## src/rtl/acc_add_sub_seq.sv

```systemverilog
// Accumulate/subtract sequencer: takes a programmed number of 4-bit operands over
// valid/ready and folds each into a running accumulator with sticky carry/borrow.
module acc_add_sub_seq (
    input  logic       clk,
    input  logic       rst,
    input  logic       start,
    input  logic [3:0] len_in,
    input  logic       in_valid,
    output logic       in_ready,
    input  logic [3:0] a_in,
    input  logic       mode,
    output logic [3:0] acc_out,
    output logic       carry_out,
    output logic       borrow_out,
    output logic [3:0] count_out,
    output logic       busy,
    output logic       done
);

    localparam int unsigned DW = 4;

    typedef enum logic [1:0] {
        S_IDLE = 2'd0,
        S_RUN  = 2'd1,
        S_DONE = 2'd2
    } state_t;

    state_t        r_state;
    state_t        w_next_state;
    logic [DW-1:0] r_len;
    logic [DW-1:0] r_acc;
    logic          r_carry;
    logic          r_borrow;
    logic [DW-1:0] r_cnt;

    logic          w_accept;
    logic [DW:0]   w_sum;
    logic [DW-1:0] w_diff;
    logic          w_lt;
    logic [DW-1:0] w_cnt_inc;

    // Datapath terms; the accept qualifier uses registered state only
    assign w_accept  = in_valid & (r_state == S_RUN);
    assign w_sum     = {1'b0, r_acc} + {1'b0, a_in};
    assign w_diff    = r_acc - a_in;
    assign w_lt      = (r_acc < a_in);
    assign w_cnt_inc = r_cnt + DW'(1);

    always_ff @(posedge clk) begin
        if (rst) begin
            r_state <= S_IDLE;
        end else begin
            r_state <= w_next_state;
        end
    end

    // Next state and state-decoded handshake/status outputs
    always_comb begin
        w_next_state = r_state;
        in_ready     = 1'b0;
        busy         = 1'b0;
        done         = 1'b0;
        case (r_state)
            S_IDLE: begin
                if (start) begin
                    w_next_state = (len_in != '0) ? S_RUN : S_DONE;
                end
            end
            S_RUN: begin
                in_ready = 1'b1;
                busy     = 1'b1;
                if (w_accept && (w_cnt_inc == r_len)) begin
                    w_next_state = S_DONE;
                end
            end
            S_DONE: begin
                busy         = 1'b1;
                done         = 1'b1;
                w_next_state = S_IDLE;
            end
            default: begin
                w_next_state = S_IDLE;
            end
        endcase
    end

    // Results persist through IDLE until the next accepted start
    always_ff @(posedge clk) begin
        if (rst) begin
            r_len    <= '0;
            r_acc    <= '0;
            r_carry  <= 1'b0;
            r_borrow <= 1'b0;
            r_cnt    <= '0;
        end else if ((r_state == S_IDLE) && start) begin
            r_len    <= len_in;
            r_acc    <= '0;
            r_carry  <= 1'b0;
            r_borrow <= 1'b0;
            r_cnt    <= '0;
        end else if (w_accept) begin
            r_cnt <= w_cnt_inc;
            if (mode) begin
                r_acc    <= w_diff;
                r_borrow <= r_borrow | w_lt;
            end else begin
                r_acc    <= w_sum[DW-1:0];
                r_carry  <= r_carry | w_sum[DW];
            end
        end
    end

    assign acc_out    = r_acc;
    assign carry_out  = r_carry;
    assign borrow_out = r_borrow;
    assign count_out  = r_cnt;

endmodule
```

## config.mk

```make
export PLATFORM = sky130hd
export DESIGN_NAME = acc_add_sub_seq
export DESIGN_NICKNAME = d
export VERILOG_FILES = /design/src/rtl/acc_add_sub_seq.sv
export SDC_FILE = /design/constraint.sdc
export NUM_CORES = 1
export LEC_CHECK = 0
export ABC_AREA = 1
export ABC_CLOCK_PERIOD_IN_PS = 3300
export CAP_MARGIN = 10
export CORE_MARGIN = 2
export CORE_UTILIZATION = 52
export DETAILED_ROUTE_END_ITERATION = 12
export PLACE_DENSITY = 0.91
export SLEW_MARGIN = 0
export SYNTH_ARGS = -nofsm -noshare
export SYNTH_HDL_FRONTEND = slang
export SYNTH_SLANG_ARGS = --single-unit
```

## constraint.sdc

```tcl
create_clock -name clk -period 3.3 [get_ports clk]
set_input_delay 0.66 -clock clk [delete_from_list [all_inputs] [get_ports clk]]
set_output_delay 0.66 -clock clk [all_outputs]
set_load 0.1 [all_outputs]
```

==> impl_metrics.csv <==
group,metric,value,unit
routing,wl_met2,1188,um
worst_setup_path,cp_top_family,"buffers and inverters",
floorplan,num_rows,16,
sta,hold_ws,0.4549,ns
sta,drv_slew,0,
clocking,cts_tree,"built",
worst_setup_path,crit_top_cell,"nand2_1",
worst_setup_path,start_kind,"input pin",
floorplan,die_y,48.99,um
global_route,overflow,0,
cells_and_area,antenna_cells,0,
floorplan,initial_core_util,0.5419,
logic_synthesis,synth-seq-area-share,0.3044,
floorplan,core_area,0.001942,mm2
clocking,ctsHoldBuffers,0,
worst_setup_path,r2r_cells,7,
worst_setup_path,cp-startpoint,"a_in[1]",
worst_setup_path,critPathBufInv,4,
placed_design,post_dp_cell_area,0.001299,mm2
clocking,cts-root-buf,"clkbuf_4",
logic_synthesis,netlist_area,0.001052,mm2
power_and_ir_drop,p_per_area,429.3,mW/mm2
outcome,status,"finished clean",
clocking,cts_inserted_buffers,3,
global_route,grt_pass1_wl,4002,um
worst_setup_path,cp.required,3.50,ns
min_path,hp-start,"carry_out",
floorplan,ios,26,
routing,drc_errors,0,
placed_design,hpwlAfterDp,1857,um
sta,setup_viol,0,
clocking,cts_max_level,1,
worst_setup_path,r2r_start,"acc_out[0]",
flow_run,max_cap_violations,0,
worst_setup_path,worst-path-stages,13,
min_path,min-delay-path-class,"flip-flop to flip-flop",
routing,top_layer_used,"met4",
cells_and_area,final_util,0.6875,
logic_synthesis,ys_types,23,
worst_setup_path,slowest_delay,0.58,ns
worst_setup_path,crit_type,"input pin to flip-flop",
sta,max-slew-margin-rel,0.7470,
routing,drt_iter0_markers,12,
logic_synthesis,avgSynthCellArea,7.110,um2
floorplan,die_w,48.99,um
clocking,clk_pin_slew,0.10,ns
clocking,cts.repair.resized,0,
placed_design,gp_congestion,0.8068,
worst_setup_path,crit_path_end_kind,"flip-flop",
routing,vias_per_cell,5.197,
clocking,cts.sinks,16,
routing,totalWireLength,2277,um
power_and_ir_drop,leakage,0.6475,nW
cells_and_area,drive_gt1_frac,0.1307,
worst_setup_path,worst_path_max_delay_cell,"clkdlybuf4s50_1",
sta,fin_skew,0.008646,ns
clocking,insertion_delay,0.29,ns
sta,grt_setup_unrepaired,"false",
global_route,grt_pass1_vias,1083,
global_route,grt_usage,0.2082,
min_path,holdPathStages,2,
power_and_ir_drop,ir_drop,0.0004167,V
sta,tns,0,ns
worst_setup_path,arrival,2.37,ns
sta,hold_violations,0,
floorplan,die_area,0.002400,mm2
logic_synthesis,synthCells,148,
global_route,antenna_found_initial,0,
cells_and_area,fillCellCount,182,
sta,fmax,0.4598,GHz
routing,wl_per_cell,11.22,um
logic_synthesis,synthesis.nets,175,
cells_and_area,stdcell_area,0.001335,mm2
routing,dr.pass1.iters,4,
sta,fin_crit,2.175,ns
clocking,cts_max_path_buffers,2,
worst_setup_path,cp_max_fo,4,
placed_design,port_buffers,25,
sta,tightest_slew,0.3760,ns
routing,antenna_left,0,
cells_and_area,fin_nets,204,
worst_setup_path,cp_cell_sequence,"clkdlybuf4s50_1 > inv_1 > ha_1 > inv_1 > nor2_1 > o21ai_0 > nand2_1 > nand2_1 > o21ai_0 > nand2_1 > nand2_1 > o21ai_1 > inv_1",
cells_and_area,area_delta_synth_final,26.87,%
routing,wl_met3,127,um
clocking,post_cts_buffers,0,
sta,timing.final.crit_share,0.6591,
routing,vias,1055,
logic_synthesis,yosysWarningCount,0,
logic_synthesis,ys_ff_latch,16,
global_route,grt_start_max_net_pins,15,
routing,wl_met1,932,um
==> sequential cells by signal, summed over array words and instances (netlist names) <==
register	flops
acc_out	4
count_out	4
r_len	4
r_state	2
borrow_out	1
carry_out	1
==> metal layers <==
layer / global-route usage / vias to the layer above
met5: 0 / -
met3: 0.03067 / 7
met4: 0.07619 / 0
li1: - / 532
met2: 0.4406 / 36
met1: 0.1938 / 480
==> cell usage in the layout, fill, tap and decap left out, drive strengths merged, types with 4 or more instances in the layout <==
cell            n
clkbuf          4
o21ai          12
a21oi          15
buf            13
inv            29
nor2           13
nand3           7
clkdlybuf4s50  12
dfxtp          16
nand2          30
ha             12
==> report_power, final <==
group / internal [mW] / leakage [nW] / switching (mW)
logic: 0.0629 / 0.496 / 0.159
registers: 0.208 / 0.131 / 0.0143
clock network: 0.0672 / 0.0210 / 0.0621
total: 0.338 / 0.648 / 0.235
==> cells by family (layout without fill, tap and decap cells) <==
kind of cell,after synthesis,in the layout,share of synthesized area
buf+inv,30,58,0.1082
simple gates,55,55,0.2307
fa+ha+maj,14,14,0.1807
flops,16,16,0.3044
compound gates,32,32,0.1677
xor+xnor,1,1,0.008325
==> Yosys cell counts (all sizes together) <==
| cell | instances | area share |
|---|---|---|
| nor3 | 1 | 0.0048 |
| ha | 12 | 0.14 |
| nand2 | 30 | 0.12 |
| buf | 1 | 0.0048 |
| o211ai | 2 | 0.014 |
| nand3 | 7 | 0.038 |
| o21ai | 12 | 0.057 |
| nor4 | 1 | 0.0059 |
| nor2 | 13 | 0.046 |
| nand3b | 1 | 0.0071 |
| a21oi | 15 | 0.075 |
| fa | 2 | 0.038 |
| xor2 | 1 | 0.0083 |
| inv | 29 | 0.10 |
| o221ai | 1 | 0.0083 |
| nand4 | 2 | 0.012 |
| dfxtp | 16 | 0.30 |
| a31oi | 1 | 0.0059 |
| o21bai | 1 | 0.0071 |
==> worst paths after layout <==
check	end	slack, ns
worst max-delay path	acc_out[3]	1.13
worst min-delay path	carry_out	0.45
worst max register to register	borrow_out	1.64
worst min register to register	carry_out	0.45
==> worst min-delay path, cell delays in order (launching register included) <==
cell and delay [ns]:
dfxtp_1 0.32, inv_1 0.04, a21oi_1 0.05
==> layout make-up <==
| class | count | area (um2) | area share |
|---|---|---|---|
| Clock buffer | 4 | 36.28 | 0.02718 |
| Inverter | 29 | 108.9 | 0.08154 |
| Multi-Input combinational cell | 102 | 618.1 | 0.4630 |
| Sequential cell | 16 | 320.3 | 0.2399 |
| Tap cell | 27 | 33.78 | 0.02530 |
| Timing Repair Buffer | 25 | 217.7 | 0.1631 |
==> through the flow <==
step                      worst slack (ns)  cells  power, mW
final                                1.125    203     0.5731
after global routing                0.9825    203     0.6043
after CTS                            1.142    203     0.5759
after detailed placement            0.8239    199     0.4472
after global placement              0.9037    199     0.4379
after floorplan                      1.081    148     0.3938
Note: power is estimated with default switching activity, not from simulation.
==> variant 1 (same settings) <==
Register the output `count_out` once more; this adds one clock of latency there. The other outputs are not delayed to match.
--- a/src/rtl/acc_add_sub_seq.sv
+++ b/src/rtl/acc_add_sub_seq.sv
@@ -115,3 +115,5 @@
     assign borrow_out = r_borrow;
-    assign count_out  = r_cnt;
+    always_ff @(posedge clk) begin
+        count_out <= r_cnt;
+    end
 
Function: changed (Yosys sat finds a counterexample within 4 cycles, from zero or initial values and one cycle with rst high).
==> variant 1 against the unedited design <==
Cell area rose by 5.2%. Cell count rose by 2.5%. Combinational power fell by 3%. Global-route usage fell by 1.1 points. Routed wire length rose by 0.79%. Hold slack got worse by 23 ps. Die area rose by 7.3%. Clock power fell by 16%. Sequential cell count rose by 4. Total power rose by 3.7%. First-iteration DRC count rose by 140%. Synthesized area rose by 8.0%. Setup slack got worse by 88 ps. Non-clock buffer count did not move. Critical endpoint unchanged. Largest power group unchanged.
==> variant 1: results <==
synth:
  synthTopCellsByCount: "nand2_1 (32), inv_1 (26), dfxtp_1 (20)"
  synth_fa_ha_area_share_pct: 16.7
  synth_nets: 181
  yosysSeqAreaShare_pct: 35.2
  synthCells: 154
  synth_compound_area_share_pct: 14.3
  ys_warn_count: 0
  synth.mux.area_fraction_pct: 0
  synth-xor-area-share_pct: 0.771
  synthTopCellsByArea: "dfxtp_1 (35%), ha_1 (13%), nand2_1 (11%), inv_1 (8.6%), a21oi_1 (5.3%)"
grt:
  grt_pass1_vias: 964
  track_usage_pct: 19.7
  grt_first_pass_wirelength_um: 3840
  grt_max_degree: 15
  antenna_found_initial: 0
power_and_ir_drop:
  ir_drop_v: 0.000335
  p_switching_uw: 232
  leakage_uw: 0.000678
layout:
  n_fill_cell: 187
  drive_gt1_share_pct: 12.2
  instances_no_fill: 208
sta:
  relSlewSlack_pct: 74.0
  fin_skew_ps: 1.86
cts:
  htreeDepth: 1
  clk_pin_slew_worst_paths_ps: 90
  cts_buffers: 3
  clockBufferDepth: 2
drt:
  drt_iter0_markers: 29
  firstDrtPassIters: 4
  via_count: 1083
  routed_wl_um: 2300
worst_setup_path:
  worstPathArrival_ps: 2460
  cp_max_fo: 4
  cpPeakStageDelay_ps: 600
  cp_slowest_cell: "clkdlybuf4s50_1"
placed_design:
  dp_hpwl_um: 1890
  gp_congestion: 0.872
  numPortBuffers: 25
  placed_cell_area_mm2: 0.00138
run_status:
  status: "completed"
variant 1: cell types whose count changed in the layout (fill, tap and decap cells not counted), sizes merged, moves of 2 or more:
cell   change
dfxtp      +4
a21oi      -2
nand3      -2
nor2       +3
nand2      +5
inv        -2
variant 1: cell type report:
cell class / count / area, um2 / area share (%)
multi-input combinational: 106 / 629 / 44.8
timing repair buffer: 25 / 218 / 15.5
clock buffer: 3 / 22.5 / 1.60
tap: 27 / 33.8 / 2.40
sequential: 20 / 400 / 28.5
inverter: 27 / 101 / 7.21
variant 1: cells by family after synthesis:
family | count (synthesis)
DFF | 20
buffers and inverters | 28
adders and majority gates | 14
AOI/OAI and AO/OA | 29
and+or+nand+nor | 62
xor gates and xnor gates | 1
variant 1: path summary, 6_finish.rpt:
path | from | endpoint | slack (ps) | cells after the start
setup / recovery | a_in[1] | acc_out[3] | 1040 | 13
hold / removal | r_cnt[3] | count_out[3] | 430 | 0
setup reg to reg | r_state[0] | acc_out[3] | 1580 | 9
hold reg to reg | r_cnt[3] | count_out[3] | 430 | 0
variant 1: worst register-to-register path: cells and delay by family (launching register included):
kind            cells  cell delay [ps]
flops               1              380
simple gates        3              580
compound gates      1               80
fa+ha+maj           1              230
buf+inv             4              420
variant 1: through the flow:
step | setup slack, ps | power, uW
4_1_cts | 1070 | 601
6_report | 1040 | 594
5_1_grt | 821 | 628
2_1_floorplan | 1100 | 438
3_3_place_gp | 886 | 482
3_5_place_dp | 758 | 491
variant 1: per-layer routing:
layer / wire [um] / share of wire [%] / track usage [%]
met3: 135 / 5.9 / 6.25
met2: 1210 / 53 / 38.4
met4: 22 / 0.96 / 4.05
met5: 0 / 0 / 0
met1: 928 / 40 / 20.4
variant 1: power groups by stage:
stage	Clock [uW]	Sequential, uW	Combinational, uW
6_report	109	270	215
5_1_grt	125	272	232
4_1_cts	114	270	216
3_5_place_dp	0	276	215
3_3_place_gp	0	274	208
2_1_floorplan	0	305	134
==> variant 2 (same flow settings) <==
Made on the original files. The 3 states of `state_t` get a one-hot encoding in 3 bits.
--- a/src/rtl/acc_add_sub_seq.sv
+++ b/src/rtl/acc_add_sub_seq.sv
@@ -21,6 +21,6 @@
 
-    typedef enum logic [1:0] {
-        S_IDLE = 2'd0,
-        S_RUN  = 2'd1,
-        S_DONE = 2'd2
+    typedef enum logic [2:0] {
+        S_IDLE = 3'b001,
+        S_RUN  = 3'b010,
+        S_DONE = 3'b100
     } state_t;
Function: no difference found for any inputs over 10 cycles, from zero or initial values and one cycle with rst high; not proved beyond that.
==> variant 2 against the unedited design <==
Combinational power is 47% lower. Largest power group unchanged. Cell area is 2.9% higher. Setup slack better by 69 ps. Synthesized area is 4.4% higher. Largest cell class unchanged. Non-clock buffer count stayed put. Sequential cell count is 1 higher. Total power is 20% lower. Critical path type is now flop to output pin. Routed wire length is 0.61% lower.
==> variant 2: results <==
synth:
  synthCells: 153
  synth_top_area_share_pct: 31.0
  synth_most_common_cell: "nand2_1"
  synthTopCellsByArea: "dfxtp_1 (31%), nand2_1 (11%), ha_1 (10%), inv_1 (8.9%), a21oi_1 (6.4%)"
  synth-main-ff-cell: "dfxtp_1"
  synth.distinct_cells: 24
  yosysSeqAreaShare_pct: 31.0
  synth_nets: 177
  synthTopCellsByCount: "nand2_1 (31), inv_1 (26), dfxtp_1 (17)"
  ys_warn_count: 0
  synthArstFlopShare_pct: 0
sta:
  report.final.slew_viol_count: 0
  fin_skew_ps: 4.03
  relSlewSlack_pct: 80.7
  hold_violations: 0
  worst_hold_slack_ps: 476
grt:
  grt_pass1_vias: 1028
  antenna_found_initial: 0
  grt_max_degree: 18
  track_usage_pct: 20.2
  grt_first_pass_wirelength_um: 3960
worst_hold_path:
  min_to: "carry_out"
  whs_path_depth: 2
  hold_start: "carry_out"
drt:
  drt_iter0_markers: 23
  firstDrtPassIters: 4
  viasPerCell: 5.18
  routed_wl_um: 2260
  ant_nets: 0
layout:
  n_fill_cell: 177
  drive_gt1_share_pct: 15.5
  instances_no_fill: 208
worst_setup_path:
  r2r_slack_ps: 1690
  r2r-start: "acc_out[0]"
  r2r_cells: 7
  cpPeakStageDelay_ps: 350
  rr_endpoint: "borrow_out"
  cp_slowest_cell: "dfxtp_1"
placed_design:
  placed_cell_area_mm2: 0.00135
  gp_congestion: 0.787
  dp_hpwl_um: 1820
  dp.cells: 204
  numPortBuffers: 25
cts:
  clockRootBuffer: "clkbuf_4"
  clockBufferDepth: 2
  cts_buffers: 3
  insertion_delay_ps: 300
  cts_setup_buffers: 0
power_and_ir_drop:
  ir_drop_v: 0.000250
  leakage_uw: 0.000664
run_status:
  status: "completed"
-- variant 2: changes by cell type after synthesis, sizes merged, moves of 2 or more --
cell	delta
o21ai	+2
nand3	+3
nand2	+2
ha	-3
-- variant 2: area by class of cell --
class                      instances  share of cell area [%]
multi-input combinational        106                    47.1
sequential                        17                    24.8
timing repair buffer              25                    15.8
clock buffer                       4                    1.91
tap                               27                    2.46
inverter                          29                    7.92
-- variant 2: how the worst max path moves through the flow --
stage / from / endpoint / cells after the start
3_5_place_dp: a_in[1] / acc_out[3] / 11
4_1_cts: r_state[0] / busy / 5
2_1_floorplan: r_state[1] / busy / 2
5_1_grt: a_in[1] / acc_out[3] / 11
6_report: r_state[0] / busy / 5
3_3_place_gp: a_in[1] / acc_out[3] / 11
-- variant 2: report_power, final --
part	internal (uW)	total [uW]	switching, uW	leakage, uW
combinational	41.6	117	75.7	0.000511
sequential	216	224	8.12	0.000138
clock	47.2	116	68.9	0.0000150
total	305	458	153	0.000664
-- variant 2: worst max-delay path: cells and delay by family (launching register included) --
family	cells	cell delay (ps)
buffers and inverters	3	390
AND/OR/NAND/NOR	2	400
flip-flops	1	350
-- variant 2: logic make-up after synthesis --
family	Yosys count	synth area share, %
compound gates	32	15.3
xor+xnor	1	0.797
fa+ha+maj	11	13.9
buf+inv	30	10.6
flops	17	31.0
simple gates	62	28.5
-- variant 2: through the flow --
step,worst slack (ps),utilization (%)
detailed placement,925,68.0
CTS,1190,69.3
global placement,953,68.0
floorplan,449,-
finish,1190,69.3
global route,1090,69.3
-- variant 2: metal layers --
metal / vias up / track usage, % / wire, um
met5: - / 0 / 0
met4: 0 / 9.26 / 36
met3: 3 / 2.12 / 117
met2: 34 / 38.9 / 1190
met1: 493 / 21.7 / 921
li1: 548 / - / -
